`config.mk`:
```
export PLATFORM = sky130hd
export DESIGN_NAME = reg_scoreboard
export DESIGN_NICKNAME = d
export VERILOG_FILES = /design/src/rtl/reg_scoreboard.sv
export SDC_FILE = /design/constraint.sdc
export NUM_CORES = 1
export LEC_CHECK = 0
export CAP_MARGIN = 20
export CORE_UTILIZATION = 65
export CTS_CLUSTER_SIZE = 10
export DETAILED_ROUTE_END_ITERATION = 6
export PLACE_DENSITY = 0.89
export SLEW_MARGIN = 20
export SYNTH_ARGS = -nofsm -noshare
export SYNTH_HDL_FRONTEND = slang
export SYNTH_SLANG_ARGS = --single-unit
```
`constraint.sdc`:
```
create_clock -name clk -period 10.7 [get_ports clk]
set_input_delay 2.14 -clock clk [delete_from_list [all_inputs] [get_ports clk]]
set_output_delay 2.14 -clock clk [all_outputs]
set_load 0.02 [all_outputs]
```
`src/rtl/reg_scoreboard.sv`:
```
// Register hazard scoreboard: per-register outstanding-write counts and producer tnew.
// Optional macro SCOREBOARD_FORWARD_EN enables bypass selection instead of stalling.
module reg_scoreboard (
  input  logic       clk,
  input  logic       reset,
  input  logic       issue_valid,
  input  logic [4:0] issue_rd,
  input  logic [1:0] issue_tnew,
  input  logic [4:0] rs_addr,
  input  logic [4:0] rt_addr,
  input  logic       rs_used,
  input  logic       rt_used,
  input  logic [1:0] rs_tuse,
  input  logic [1:0] rt_tuse,
  input  logic       wb_we,
  input  logic [4:0] wb_a3,
  output logic       stall,
  output logic       rs_fwd,
  output logic       rt_fwd,
  output logic [5:0] busy_cnt
);

  localparam int unsigned NREG = 32;
  localparam int unsigned AW   = 5;
  localparam int unsigned BW   = 6;

  logic [1:0]      cnt_q  [NREG];
  logic [1:0]      cnt_d  [NREG];
  logic [1:0]      tnew_q [NREG];
  logic [1:0]      tnew_d [NREG];
  logic [BW-1:0]   busy_cnt_q, busy_cnt_d;
  logic [NREG-1:0] inc_v, dec_v;

  logic rs_hz, rt_hz, rs_late, rt_late, full, accept;
  logic rs_fwd_c, rt_fwd_c, stall_c;

  // A source is not hazarded when its last pending write commits this cycle.
  always_comb begin
    rs_hz = rs_used && (rs_addr != 5'd0) && (cnt_q[rs_addr] != 2'd0) &&
            !(wb_we && (wb_a3 == rs_addr) && (cnt_q[rs_addr] == 2'd1));
    rt_hz = rt_used && (rt_addr != 5'd0) && (cnt_q[rt_addr] != 2'd0) &&
            !(wb_we && (wb_a3 == rt_addr) && (cnt_q[rt_addr] == 2'd1));
    full  = (issue_rd != 5'd0) && (cnt_q[issue_rd] == 2'd3);
  end

`ifdef SCOREBOARD_FORWARD_EN
  always_comb begin
    rs_late  = rs_hz && (tnew_q[rs_addr] > rs_tuse);
    rt_late  = rt_hz && (tnew_q[rt_addr] > rt_tuse);
    rs_fwd_c = issue_valid && rs_hz && !rs_late;
    rt_fwd_c = issue_valid && rt_hz && !rt_late;
  end
`else
  logic tuse_unused;
  assign tuse_unused = ^{rs_tuse, rt_tuse};
  always_comb begin
    rs_late  = rs_hz;
    rt_late  = rt_hz;
    rs_fwd_c = 1'b0;
    rt_fwd_c = 1'b0;
  end
`endif

  assign stall_c = issue_valid && (full || rs_late || rt_late);
  assign accept  = issue_valid && !stall_c;

  // Per-register issue (increment) and commit (decrement) strobes.
  always_comb begin
    inc_v = '0;
    dec_v = '0;
    for (int unsigned i = 1; i < NREG; i++) begin
      inc_v[i] = accept && (issue_rd == AW'(i));
      dec_v[i] = wb_we && (wb_a3 == AW'(i)) && (cnt_q[i] != 2'd0);
    end
  end

  always_comb begin
    busy_cnt_d = '0;
    for (int unsigned i = 0; i < NREG; i++) begin
      cnt_d[i]  = cnt_q[i];
      tnew_d[i] = (tnew_q[i] != 2'd0) ? (tnew_q[i] - 2'd1) : 2'd0;
      if (i == 0) begin
        cnt_d[i]  = 2'd0;
        tnew_d[i] = 2'd0;
      end else begin
        if (inc_v[i] && !dec_v[i])      cnt_d[i] = cnt_q[i] + 2'd1;
        else if (dec_v[i] && !inc_v[i]) cnt_d[i] = cnt_q[i] - 2'd1;
        if (inc_v[i])                   tnew_d[i] = issue_tnew;
      end
      busy_cnt_d = busy_cnt_d + BW'(cnt_d[i] != 2'd0);
    end
  end

  always_ff @(posedge clk or posedge reset) begin
    if (reset) begin
      for (int unsigned i = 0; i < NREG; i++) begin
        cnt_q[i]  <= 2'd0;
        tnew_q[i] <= 2'd0;
      end
      busy_cnt_q <= '0;
    end else begin
      for (int unsigned i = 0; i < NREG; i++) begin
        cnt_q[i]  <= cnt_d[i];
        tnew_q[i] <= tnew_d[i];
      end
      busy_cnt_q <= busy_cnt_d;
    end
  end

  assign stall    = stall_c;
  assign rs_fwd   = rs_fwd_c;
  assign rt_fwd   = rt_fwd_c;
  assign busy_cnt = busy_cnt_q;

endmodule

```
==> flow_summary.html <==
<table>
<tr><th>Metric</th><th>Value</th></tr>
<tr><th colspan="2">Run status</th></tr>
<tr><td>Outcome</td><td>finished clean</td></tr>
<tr><th colspan="2">Worst hold path</th></tr>
<tr><td>Cell depth of the worst min-delay path</td><td>1</td></tr>
<tr><td>Source of the worst hold timing path</td><td>cnt_q[8]$_DFF_PP0_</td></tr>
<tr><td>Hold EP</td><td>cnt_q[8]$_DFF_PP0_</td></tr>
<tr><td>Min-Delay Path Class</td><td>reg -&gt; reg</td></tr>
<tr><th colspan="2">Floorplanning</th></tr>
<tr><td>Effective utilization at floorplan</td><td>0.680</td></tr>
<tr><td>I/O pin total</td><td>41</td></tr>
<tr><td>Overall die height</td><td>110 um</td></tr>
<tr><td>Core Box Area</td><td>0.0111 sq mm</td></tr>
<tr><td>Row cnt</td><td>38</td></tr>
<tr><td>Horizontal die dimension</td><td>110 um</td></tr>
<tr><td>Area enclosed by the die boundary</td><td>0.0120 sq mm</td></tr>
<tr><th colspan="2">Final layout</th></tr>
<tr><td># diodes</td><td>0</td></tr>
<tr><td>Synth-to-Final Area Change</td><td>10.8%</td></tr>
<tr><td>Number of fillers in the final layout</td><td>771</td></tr>
<tr><td>Count of nets after finishing</td><td>991</td></tr>
<tr><td>Share of layout cells above drive strength 1</td><td>0.109</td></tr>
<tr><td>Area of combinational cells with multiple inputs</td><td>0.00531 sq mm</td></tr>
<tr><td>Sequential cell area</td><td>0.00170 sq mm</td></tr>
<tr><th colspan="2">Route</th></tr>
<tr><td>Number of DRC markers after the initial detailed-route iteration</td><td>913</td></tr>
<tr><td>Remaining DRCs</td><td>0</td></tr>
<tr><td>DR vias/cell</td><td>7.10</td></tr>
<tr><td>First-pass iteration count of the detailed router</td><td>6</td></tr>
<tr><td>Top routing layer used</td><td>met4</td></tr>
<tr><td>Routed Antenna Nets</td><td>0</td></tr>
<tr><td>WL/cell</td><td>22.9 um</td></tr>
<tr><td>Met3 Routed Length</td><td>3140 um</td></tr>
<tr><td>Final Routed Wirelength</td><td>23,900 um</td></tr>
<tr><td>Count of vias placed by the detailed router</td><td>7,403</td></tr>
<tr><td>Wl on met1</td><td>8380 um</td></tr>
<tr><td>Routed wire length on met2</td><td>10,700 um</td></tr>
<tr><th colspan="2">Timing</th></tr>
<tr><td>Setup repair after global routing missed its margin</td><td>false</td></tr>
<tr><td>Post-route worst hold slack</td><td>0.588 ns</td></tr>
<tr><td>Actual slew at the worst max-slew pin</td><td>0.942 ns</td></tr>
<tr><td>Setup TNS</td><td>0 ns</td></tr>
<tr><td>Setup-violating endpoint count in the final report</td><td>0</td></tr>
<tr><td>Tcrit/Tclk final</td><td>0.980</td></tr>
<tr><td>Final period demand of the worst path</td><td>10.49 ns</td></tr>
<tr><td>F_max</td><td>95.3 MHz</td></tr>
<tr><td>Pins over their slew limit</td><td>0</td></tr>
<tr><td>Worst slew slack as a fraction of its limit</td><td>0.372</td></tr>
<tr><td>Worst setup skew after layout</td><td>0.00934 ns</td></tr>
<tr><td>Number of endpoints with negative hold slack in the final report</td><td>0</td></tr>
<tr><th colspan="2">Global routing</th></tr>
<tr><td>Wire length of the first global-routing pass</td><td>37,700 um</td></tr>
<tr><td>Largest net degree at the start of global routing</td><td>69</td></tr>
<tr><td>Vias in the first global route</td><td>7,382</td></tr>
<tr><td>Remaining global-route overflow</td><td>0</td></tr>
<tr><td>Combined global-route utilization of all metal layers</td><td>0.428</td></tr>
<tr><td>Initial antenna violation count</td><td>0</td></tr>
<tr><th colspan="2">Synthesis</th></tr>
<tr><td>Top area cells in the synthesized netlist</td><td>dfrtp_1, mux4_2, ha_1, fa_1, xnor2_1</td></tr>
<tr><td>Synth top cells by count</td><td>inv_1, nand2_1, dfrtp_1</td></tr>
<tr><td>Number of warnings reported in the yosys synthesis log</td><td>0</td></tr>
<tr><td>Netlist cell types</td><td>69</td></tr>
<tr><td>Syn Area/Cell</td><td>8.66 sq um</td></tr>
<tr><td>Sequential share of the synthesized area</td><td>0.226</td></tr>
<tr><td>Count of mapped cells out of synthesis</td><td>870</td></tr>
<tr><td>Async set-or-reset flop fraction in the synthesized netlist</td><td>1.00</td></tr>
<tr><td>Prevailing post-synth register cell</td><td>dfrtp_1</td></tr>
<tr><td>Area share of the largest cell type after synthesis</td><td>0.226</td></tr>
<tr><td>Area of the mapped netlist</td><td>0.00754 sq mm</td></tr>
<tr><td>Number of enable-type register cells in the synthesized netlist</td><td>0</td></tr>
<tr><td>Number of flip-flops and latches in the synthesized netlist</td><td>68</td></tr>
<tr><td>Library cell occupying the most area in the post-synthesis netlist</td><td>dfrtp_1</td></tr>
<tr><td>Most repeated cell in the gate-level netlist after synthesis</td><td>inv_1</td></tr>
<tr><th colspan="2">Clock network</th></tr>
<tr><td>Post-CTS Setup Bufs</td><td>0</td></tr>
<tr><td>Post-cts resize count</td><td>0</td></tr>
<tr><td>Quantity of hold-fixing buffers added after cts</td><td>0</td></tr>
<tr><td>Number of buffers created by CTS</td><td>9</td></tr>
<tr><td>H-tree levels</td><td>3</td></tr>
<tr><td>TritonCTS clock tree</td><td>yes</td></tr>
<tr><td>Clock root buffer master</td><td>clkbuf_16</td></tr>
<tr><td>CTS Sinks</td><td>68</td></tr>
<tr><td>Post-CTS clock slew at the launch and capture registers of the worst setup and hold paths</td><td>0.06 ns</td></tr>
<tr><td>Clock Latency Late Sink</td><td>0.36 ns</td></tr>
<tr><td>CTS Buffer Depth</td><td>2</td></tr>
<tr><th colspan="2">Worst setup path</th></tr>
<tr><td>Depth of the most critical reg-to-reg path</td><td>24</td></tr>
<tr><td>Critical Path Slowest Stage Cell</td><td>clkdlybuf4s50_1</td></tr>
<tr><td>CP arrival</td><td>10.76 ns</td></tr>
<tr><td>Family with the most delay on the worst path</td><td>adder cells</td></tr>
<tr><td>Startpoint kind of the worst setup timing path</td><td>input pin</td></tr>
<tr><td>Critical register-to-register path startpoint</td><td>cnt_q[35]$_DFF_PP0_</td></tr>
<tr><td>Worst-path fanout max</td><td>9</td></tr>
<tr><td>Critical path required time</td><td>10.97 ns</td></tr>
<tr><td>Crit Path Category</td><td>in -&gt; reg</td></tr>
<tr><td>Kind of end point of the critical path</td><td>flop</td></tr>
<tr><td>Critical register-to-register path endpoint</td><td>busy_cnt[4]$_DFF_PP0_</td></tr>
<tr><td>Critical Path Max Stage Delay</td><td>0.80 ns</td></tr>
<tr><td>Critical path buffer and inverter count</td><td>6</td></tr>
<tr><td>Register-to-register setup slack</td><td>2.38 ns</td></tr>
<tr><td>Top cell by count, worst path</td><td>fa_1</td></tr>
<tr><th colspan="2">Placement</th></tr>
<tr><td>Quantity of I/O buffers inserted on ports</td><td>32</td></tr>
<tr><td>Routability Congestion</td><td>0.965</td></tr>
<tr><td>Placed wire-length estimate after detailed placement</td><td>18,000 um</td></tr>
<tr><th colspan="2">Flow run</th></tr>
<tr><td># Max-Cap Violations</td><td>0</td></tr>
</table>
cell type report:
cell class,count,area share
timing repair buffer,56,0.0614
tap,140,0.0210
sequential,68,0.204
clock buffer,15,0.0321
multi-input combinational,667,0.635
inverter,96,0.0431
clock inverter,1,0.00359
stage by stage:
stage               std cells   util  setup slack, ns  instance area (sq um)
floorplan                 871      -             1.36                   7540
global placement         1027  0.726            0.128                   8050
detailed placement       1027  0.726           0.0573                   8050
CTS                      1043  0.753            0.357                   8350
global route             1043  0.754          0.00430                   8350
finish                   1043  0.754            0.209                   8350
layout by cell type (no fill, tap or decap), types with 15 or more instances in the layout:
| master | count |
|---|---|
| nor2_1 | 53 |
| fa_1 | 23 |
| nor3_1 | 52 |
| o22ai_1 | 18 |
| ha_1 | 38 |
| inv_1 | 95 |
| dfrtp_1 | 68 |
| o21ai_0 | 33 |
| nand3_1 | 20 |
| xnor2_1 | 43 |
| clkdlybuf4s50_1 | 32 |
| or3_1 | 21 |
| o211ai_1 | 15 |
| and2_1 | 15 |
| nand2_1 | 72 |
| mux2i_1 | 21 |
| a21oi_1 | 21 |
| buf_4 | 23 |
| mux4_2 | 28 |
flip-flops by register name (all words and copies together) (netlist names):
signal	count
busy_cnt	6
cnt_q	62
how the worst max path moves through the flow:
stage	slack [ns]	depth (start not counted)	endpoint	from
2_1_floorplan	1.36	25	busy_cnt[4]$_DFF_PP0_	rt_addr[0]
3_3_place_gp	0.13	25	busy_cnt[4]$_DFF_PP0_	rs_addr[1]
3_5_place_dp	0.06	25	busy_cnt[4]$_DFF_PP0_	issue_rd[1]
4_1_cts	0.36	25	busy_cnt[4]$_DFF_PP0_	issue_rd[1]
5_1_grt	0.004	27	busy_cnt[4]$_DFF_PP0_	issue_rd[1]
6_report	0.21	25	busy_cnt[4]$_DFF_PP0_	rs_addr[1]
kinds of logic (layout without fill, tap and decap cells):
| logic type | count (synthesis) | count (layout) | synth area share |
|---|---|---|---|
| fa+ha+maj | 67 | 67 | 0.132 |
| simple gates | 299 | 299 | 0.205 |
| flops | 68 | 68 | 0.226 |
| buf+inv | 136 | 168 | 0.0717 |
| other cells | 1 | 2 | 0.000498 |
| mux | 63 | 63 | 0.132 |
| xor+xnor | 55 | 55 | 0.0639 |
| compound gates | 181 | 181 | 0.169 |
metal layers:
layer,vias to the layer above,GRT usage
li1,3197,-
met1,3525,0.498
met2,520,0.650
met3,161,0.155
met4,0,0.315
met5,-,0
Power is not shown: default switching activity piles up to over one toggle a cycle in this logic, so the estimate is an artifact.
